`src/rtl/prca_pkg.sv`:
```
// Shared types, defaults and helpers for the pipelined ripple-carry adder.
// Provides the add/sub opcode, default geometry, stage count and full-adder cell.
package prca_pkg;

    typedef enum logic {
        OP_ADD = 1'b0,
        OP_SUB = 1'b1
    } op_e;

    localparam int DEF_WIDTH = 32;
    localparam int DEF_CHUNK = 8;

    // Returns 0 for an illegal geometry so the top can refuse to elaborate.
    function automatic int prca_stages(int width, int chunk);
        if (chunk <= 0 || width <= 0 || (width % chunk) != 0) begin
            return 0;
        end
        return width / chunk;
    endfunction

    // One bit-level full-adder cell: returns {carry, sum}.
    function automatic logic [1:0] full_add(logic x, logic y, logic ci);
        return {(x & y) | (ci & (x ^ y)), x ^ y ^ ci};
    endfunction

endpackage

```
`src/rtl/pipelined_rca_adder_chunk.sv`:
```
// Combinational CHUNK-bit ripple slice built from full-adder cells.
// Ports: a, b, c_in -> sum, c_out, c_msb_in (carry into the slice MSB).
module rca_chunk
    import prca_pkg::*;
#(
    parameter int CHUNK = DEF_CHUNK
) (
    input  logic [CHUNK-1:0] a,
    input  logic [CHUNK-1:0] b,
    input  logic             c_in,
    output logic [CHUNK-1:0] sum,
    output logic             c_out,
    output logic             c_msb_in
);

    logic cy;
    logic msb;

    // The carry ripples through a block-local variable so the chain
    // stays a single sequential evaluation rather than a bit-vector loop.
    always_comb begin
        cy  = c_in;
        msb = c_in;
        sum = '0;
        for (int i = 0; i < CHUNK; i++) begin
            msb = cy;
            {cy, sum[i]} = full_add(a[i], b[i], cy);
        end
    end

    assign c_out    = cy;
    assign c_msb_in = msb;

endmodule

```
`src/rtl/pipelined_rca_adder.sv`:
```
// Pipelined ripple-carry adder/subtractor, one CHUNK-bit slice per stage.
// Ports: clk, rst (sync, active-high), in_valid/in_ready, a, b, c_in, sub,
// out_valid/out_ready, sum, c_out, overflow.
// Build option: define PRCA_OVERFLOW_EN to track the MSB carry and report
// signed overflow; otherwise overflow is tied to 0.
module pipelined_rca_adder
    import prca_pkg::*;
#(
    parameter int WIDTH = DEF_WIDTH,
    parameter int CHUNK = DEF_CHUNK
) (
    input  logic             clk,
    input  logic             rst,
    input  logic             in_valid,
    output logic             in_ready,
    input  logic [WIDTH-1:0] a,
    input  logic [WIDTH-1:0] b,
    input  logic             c_in,
    input  logic             sub,
    output logic             out_valid,
    input  logic             out_ready,
    output logic [WIDTH-1:0] sum,
    output logic             c_out,
    output logic             overflow
);

    localparam int STAGES = prca_stages(WIDTH, CHUNK);

    if (STAGES == 0) begin : g_cfg_check
        $error("pipelined_rca_adder: WIDTH must be a multiple of CHUNK");
    end

    // Stage state. acc_q holds finished sum slices in its low bits and the
    // still-unconsumed A slices above them; b_q carries the effective B.
    logic             vld_q [STAGES];
    logic             cy_q  [STAGES];
    logic [WIDTH-1:0] acc_q [STAGES];
    logic [WIDTH-1:0] b_q   [STAGES];

    // Per-stage inputs and next values.
    logic             vld_src [STAGES];
    logic             c_src   [STAGES];
    logic [WIDTH-1:0] a_src   [STAGES];
    logic [WIDTH-1:0] b_src   [STAGES];
    logic [CHUNK-1:0] s_sl    [STAGES];
    logic             cy_d    [STAGES];
    logic             c_msb   [STAGES];
    logic [WIDTH-1:0] acc_d   [STAGES];

    op_e              op;
    logic [WIDTH-1:0] b_eff;
    logic             c_eff;
    logic             stall;

    assign op = sub ? OP_SUB : OP_ADD;

    // Subtract is a + ~b + ~c_in, so the borrow-in is inverted too.
    always_comb begin
        b_eff = b;
        c_eff = c_in;
        unique case (op)
            OP_ADD: begin
                b_eff = b;
                c_eff = c_in;
            end
            OP_SUB: begin
                b_eff = ~b;
                c_eff = ~c_in;
            end
        endcase
    end

    assign stall    = vld_q[STAGES-1] && !out_ready;
    assign in_ready = !stall && !rst;

    for (genvar k = 0; k < STAGES; k++) begin : g_stage
        localparam logic [WIDTH-1:0] MASK =
            WIDTH'({CHUNK{1'b1}}) << (k * CHUNK);

        if (k == 0) begin : g_head
            assign vld_src[k] = in_valid;
            assign a_src[k]   = a;
            assign b_src[k]   = b_eff;
            assign c_src[k]   = c_eff;
        end else begin : g_body
            assign vld_src[k] = vld_q[k-1];
            assign a_src[k]   = acc_q[k-1];
            assign b_src[k]   = b_q[k-1];
            assign c_src[k]   = cy_q[k-1];
        end

        rca_chunk #(
            .CHUNK (CHUNK)
        ) u_chunk (
            .a        (a_src[k][k*CHUNK +: CHUNK]),
            .b        (b_src[k][k*CHUNK +: CHUNK]),
            .c_in     (c_src[k]),
            .sum      (s_sl[k]),
            .c_out    (cy_d[k]),
            .c_msb_in (c_msb[k])
        );

        // Replace this stage's A slice with its finished sum slice.
        assign acc_d[k] = (a_src[k] & ~MASK)
                        | (WIDTH'(s_sl[k]) << (k * CHUNK));
    end

    // The whole pipe moves together; empty slots advance like full ones.
    always_ff @(posedge clk) begin
        if (rst) begin
            for (int k = 0; k < STAGES; k++) begin
                vld_q[k] <= 1'b0;
                cy_q[k]  <= 1'b0;
                acc_q[k] <= '0;
                b_q[k]   <= '0;
            end
        end else if (!stall) begin
            for (int k = 0; k < STAGES; k++) begin
                vld_q[k] <= vld_src[k];
                cy_q[k]  <= cy_d[k];
                acc_q[k] <= acc_d[k];
                b_q[k]   <= b_src[k];
            end
        end
    end

    // The last stage's copy of B is never consumed.
    logic unused_tail;
    assign unused_tail = ^b_q[STAGES-1];

    assign out_valid = vld_q[STAGES-1];
    assign sum       = acc_q[STAGES-1];
    assign c_out     = cy_q[STAGES-1];

`ifdef PRCA_OVERFLOW_EN
    logic ovf_q;

    // Signed overflow: carry into the MSB differs from carry out of it.
    always_ff @(posedge clk) begin
        if (rst) begin
            ovf_q <= 1'b0;
        end else if (!stall) begin
            ovf_q <= cy_d[STAGES-1] ^ c_msb[STAGES-1];
        end
    end

    assign overflow = ovf_q;
`else
    logic unused_msb;
    assign unused_msb = c_msb[STAGES-1];
    assign overflow   = 1'b0;
`endif

endmodule

```
`config.mk`:
```
export PLATFORM = sky130hd
export DESIGN_NAME = pipelined_rca_adder
export DESIGN_NICKNAME = d
export VERILOG_FILES = /design/src/rtl/prca_pkg.sv /design/src/rtl/pipelined_rca_adder_chunk.sv /design/src/rtl/pipelined_rca_adder.sv
export SDC_FILE = /design/constraint.sdc
export NUM_CORES = 1
export LEC_CHECK = 0
export ABC_AREA = 1
export BUFFER_PORTS_ARGS = -buffer_cell sky130_fd_sc_hd__buf_2
export CELL_PAD_IN_SITES_DETAIL_PLACEMENT = 2
export CELL_PAD_IN_SITES_GLOBAL_PLACEMENT = 2
export CORE_AREA = 2 2 159 161
export DETAILED_ROUTE_END_ITERATION = 12
export DIE_AREA = 0 0 161 163
export PLACE_DENSITY_LB_ADDON = 0.1
export SLEW_MARGIN = 10
export SYNTH_ARGS = -nofsm -noshare
export SYNTH_HDL_FRONTEND = slang
export SYNTH_SLANG_ARGS = --single-unit
```
`constraint.sdc`:
```
create_clock -name clk -period 11.9 [get_ports clk]
set_clock_uncertainty 0.05 [all_clocks]
set_input_delay 1.785 -clock clk [delete_from_list [all_inputs] [get_ports clk]]
set_output_delay 1.785 -clock clk [all_outputs]
set_load 0.01 [all_outputs]
```
==> reports/qor.txt <==
Largest cells by area after synthesis -> edfxtp_1, inv_1, fa_1
Util after Layout -> 39.72%
Final Cycle Share -> 48.56%
Setup ws final -> 6121 ps
Net count after synthesis -> 815
R2r worst-path depth -> 12
Worst-Margin Slew -> 1008 ps
Syn Inst Count -> 713
CTS clk-pin slew, worst paths -> 70 ps
Vias in the first global route -> 5098
CP max FO -> 34
Startpoint types -> input port
Sequential Power Share -> 52.5%
CP Data Required Time -> 12000 ps
Worst min path class -> reg2reg
Number of remaining DRC errors -> 0
Die area -> 26240 sq um
Crit path capture type -> flip-flop
Routed WL -> 14690 microns
Worst R2R Setup Slack -> 7710 ps
Maximum clock path buffer count -> 2
Max Cap Violations -> 0
Yosys warning count -> 0
Initial core utilization -> 34.37%
Initial antenna violation count -> 0
Setup crit end -> acc_q[0][7]
Post-CTS Setup Repair Bufs -> 0
Crit path DAT -> 5880 ps
WL/cell -> 12.72 microns
Reg2reg start -> acc_q[2][24]
PostCTS Resize Cnt -> 0
PortBufs -> 104
Die height -> 163 microns
CTS root buffer -> clkbuf_16
Max Slew Vio Count -> 0
First-pass GRT wire length -> 24870 microns
Gr ovfl total -> 0
Area of the multi-input gates -> 1976 sq um
RSZ-0062 raised after global routing -> false
Share of post-route cells with drive strength above 1 -> 29.58%
Combinational Power Share -> 9.4%
Largest net degree at the start of global routing -> 111
DRT iter0 DRCs -> 246
Internal power -> 1.139 mW
Worst R2R End -> acc_q[3][31]
CTS tree -> built
Die width -> 161 microns
Core ar. -> 24670 sq um
Dpl cells -> 1123
Clock share of power -> 38.1%
Yosys cell types -> 16
Design Power -> 1.495 mW
Non-filler instance count after layout -> 1155
Critical path class -> in2reg
Final RePlAce weighted congestion -> 0.7062
Worst skew pair latency -> 430 ps
Critical-path cell list -> buf_2, xor2_1, fa_1, inv_1, fa_1, fa_1, fa_1, fa_1, fa_1, fa_1, inv_1, fa_1, inv_1, nor2_2
Minimum period implied by the final worst setup slack -> 5779 ps
VDD IR max -> 0.00007548 V
Area of the mapped netlist -> 8479 sq um
Leading area contributor after synthesis -> edfxtp_1
Vias per cell -> 4.033
CP Launch Point -> sub
Hold-fix buffers at CTS -> 0
Final setup fails -> 0
Max incr delay on CP -> 610 ps
Storage cell area -> 5525 sq um
Slowest-stage cell, CP -> buf_2
CTS H-tree depth -> 4
Leak pwr -> 4.426 nW
# rows -> 58
Synth Register Bits -> 184
Final antenna-violating net count -> 0
Status -> complete, no violations
Seq/Total Area, Yosys -> 65.16%
Switching power -> 0.3562 mW
Sw Ratio -> 23.82%
Fin Setup TNS -> 0 ps
Final Hold Viols -> 0
CTS Buf Count -> 17
Peak Freq -> 173.0 MHz
Diodes inserted -> 0
Filler cells -> 2605
Cell mode on critical path -> fa_1
Syn Area/Cell -> 11.89 sq um
Rel. slew slack -> 32.77%
Pwr per Cell Area -> 152.6 nW/um^2
# IOs -> 106
Top cell type's share of synthesized area -> 65.16%
Nets -> 914
Pre-CTS setup slack -> 5607 ps
Post-DP HPWL -> 9384 microns
Total global-route track usage -> 11.97%
Area growth syn-to-layout -> 15.57%
DRT Pass-1 Iters -> 4
Vias -> 4658
CTS Sinks -> 184
-- synthesized netlist by cell type, drive strengths merged --
cell type	number
buf	27
conb	1
edfxtp	184
fa	32
inv	201
nand2	74
nand3	1
nor2	184
xnor2	6
xor2	3
-- sequential cells by signal (all words and copies together) (netlist names) --
signal,count
cy_q,4
acc_q,128
b_q,48
vld_q,4
-- cell usage in the layout (no fill, tap or decap) --
cell type,n
buf_2,104
clkbuf_16,17
nor2_1,84
bufinv_16,2
buf_4,3
inv_2,4
nand3_4,1
nand2_1,73
clkinv_1,1
inv_6,6
clkinvlp_4,4
edfxtp_1,184
xnor2_1,6
conb_1,1
nor2_2,100
inv_1,197
xor2_1,3
fa_1,32
nand2_8,1
inv_8,1
clkinv_2,1
-- critical path: cells and delay by family --
kind          cells  cell delay [ps]
simple gates      1               40
xor+xnor          1              260
buf+inv           4              830
fa+ha+maj         8             2950
-- logic make-up after synthesis --
kind of cell  synth area share [%]
simple gates                 14.46
flops                        65.16
other cells                0.04422
fa+ha+maj                    7.555
xor+xnor                    0.9297
buf+inv                      11.85
-- final cells by class --
| type | count | area share [%] |
|---|---|---|
| inverters | 201 | 7.699 |
| well taps | 330 | 4.213 |
| multi-input cells | 301 | 20.16 |
| flip-flops and latches | 184 | 56.38 |
| clock buffers | 17 | 4.341 |
| repair buffers | 107 | 5.541 |
| clock inverters | 15 | 1.660 |
-- per-stage QoR --
| step | hold WS (ps) | instance area (sq um) |
|---|---|---|
| floorplan | 469.1 | 8479 |
| global placement | 477.8 | 9211 |
| detailed placement | 491.3 | 9211 |
| CTS | 502.2 | 9799 |
| global route | 520.9 | 9799 |
| finish | 499.7 | 9799 |
-- metal layers --
metal	vias up	wire, microns	share of wire [%]	GRT usage, %
li1	2315	-	-	-
met1	2249	6699	46	15.11
met4	0	161	1.1	3.409
met2	82	7258	49	20.31
met3	12	573	3.9	3.234
met5	-	0	0	0
-- how the worst min path moves through the flow --
| stage | start | endpoint | slack, ps | cells after the start |
|---|---|---|---|---|
| 3_5_place_dp | b_q[0][57] | b_q[0][89] | 490 | 2 |
| 6_report | acc_q[2][20] | acc_q[3][20] | 500 | 2 |
| 3_3_place_gp | acc_q[1][31] | acc_q[2][31] | 480 | 2 |
| 2_1_floorplan | acc_q[2][15] | acc_q[3][15] | 470 | 2 |
| 4_1_cts | acc_q[2][20] | acc_q[3][20] | 500 | 2 |
| 5_1_grt | b_q[0][18] | b_q[0][50] | 520 | 2 |
-- power groups by stage --
stage	logic (mW)	registers (mW)	clock network, mW
floorplan	0.102	0.802	0
global placement	0.140	0.798	0
detailed placement	0.146	0.801	0
CTS	0.147	0.787	0.588
global route	0.166	0.791	0.609
finish	0.141	0.785	0.569
Power figures use the tool's default switching activity.
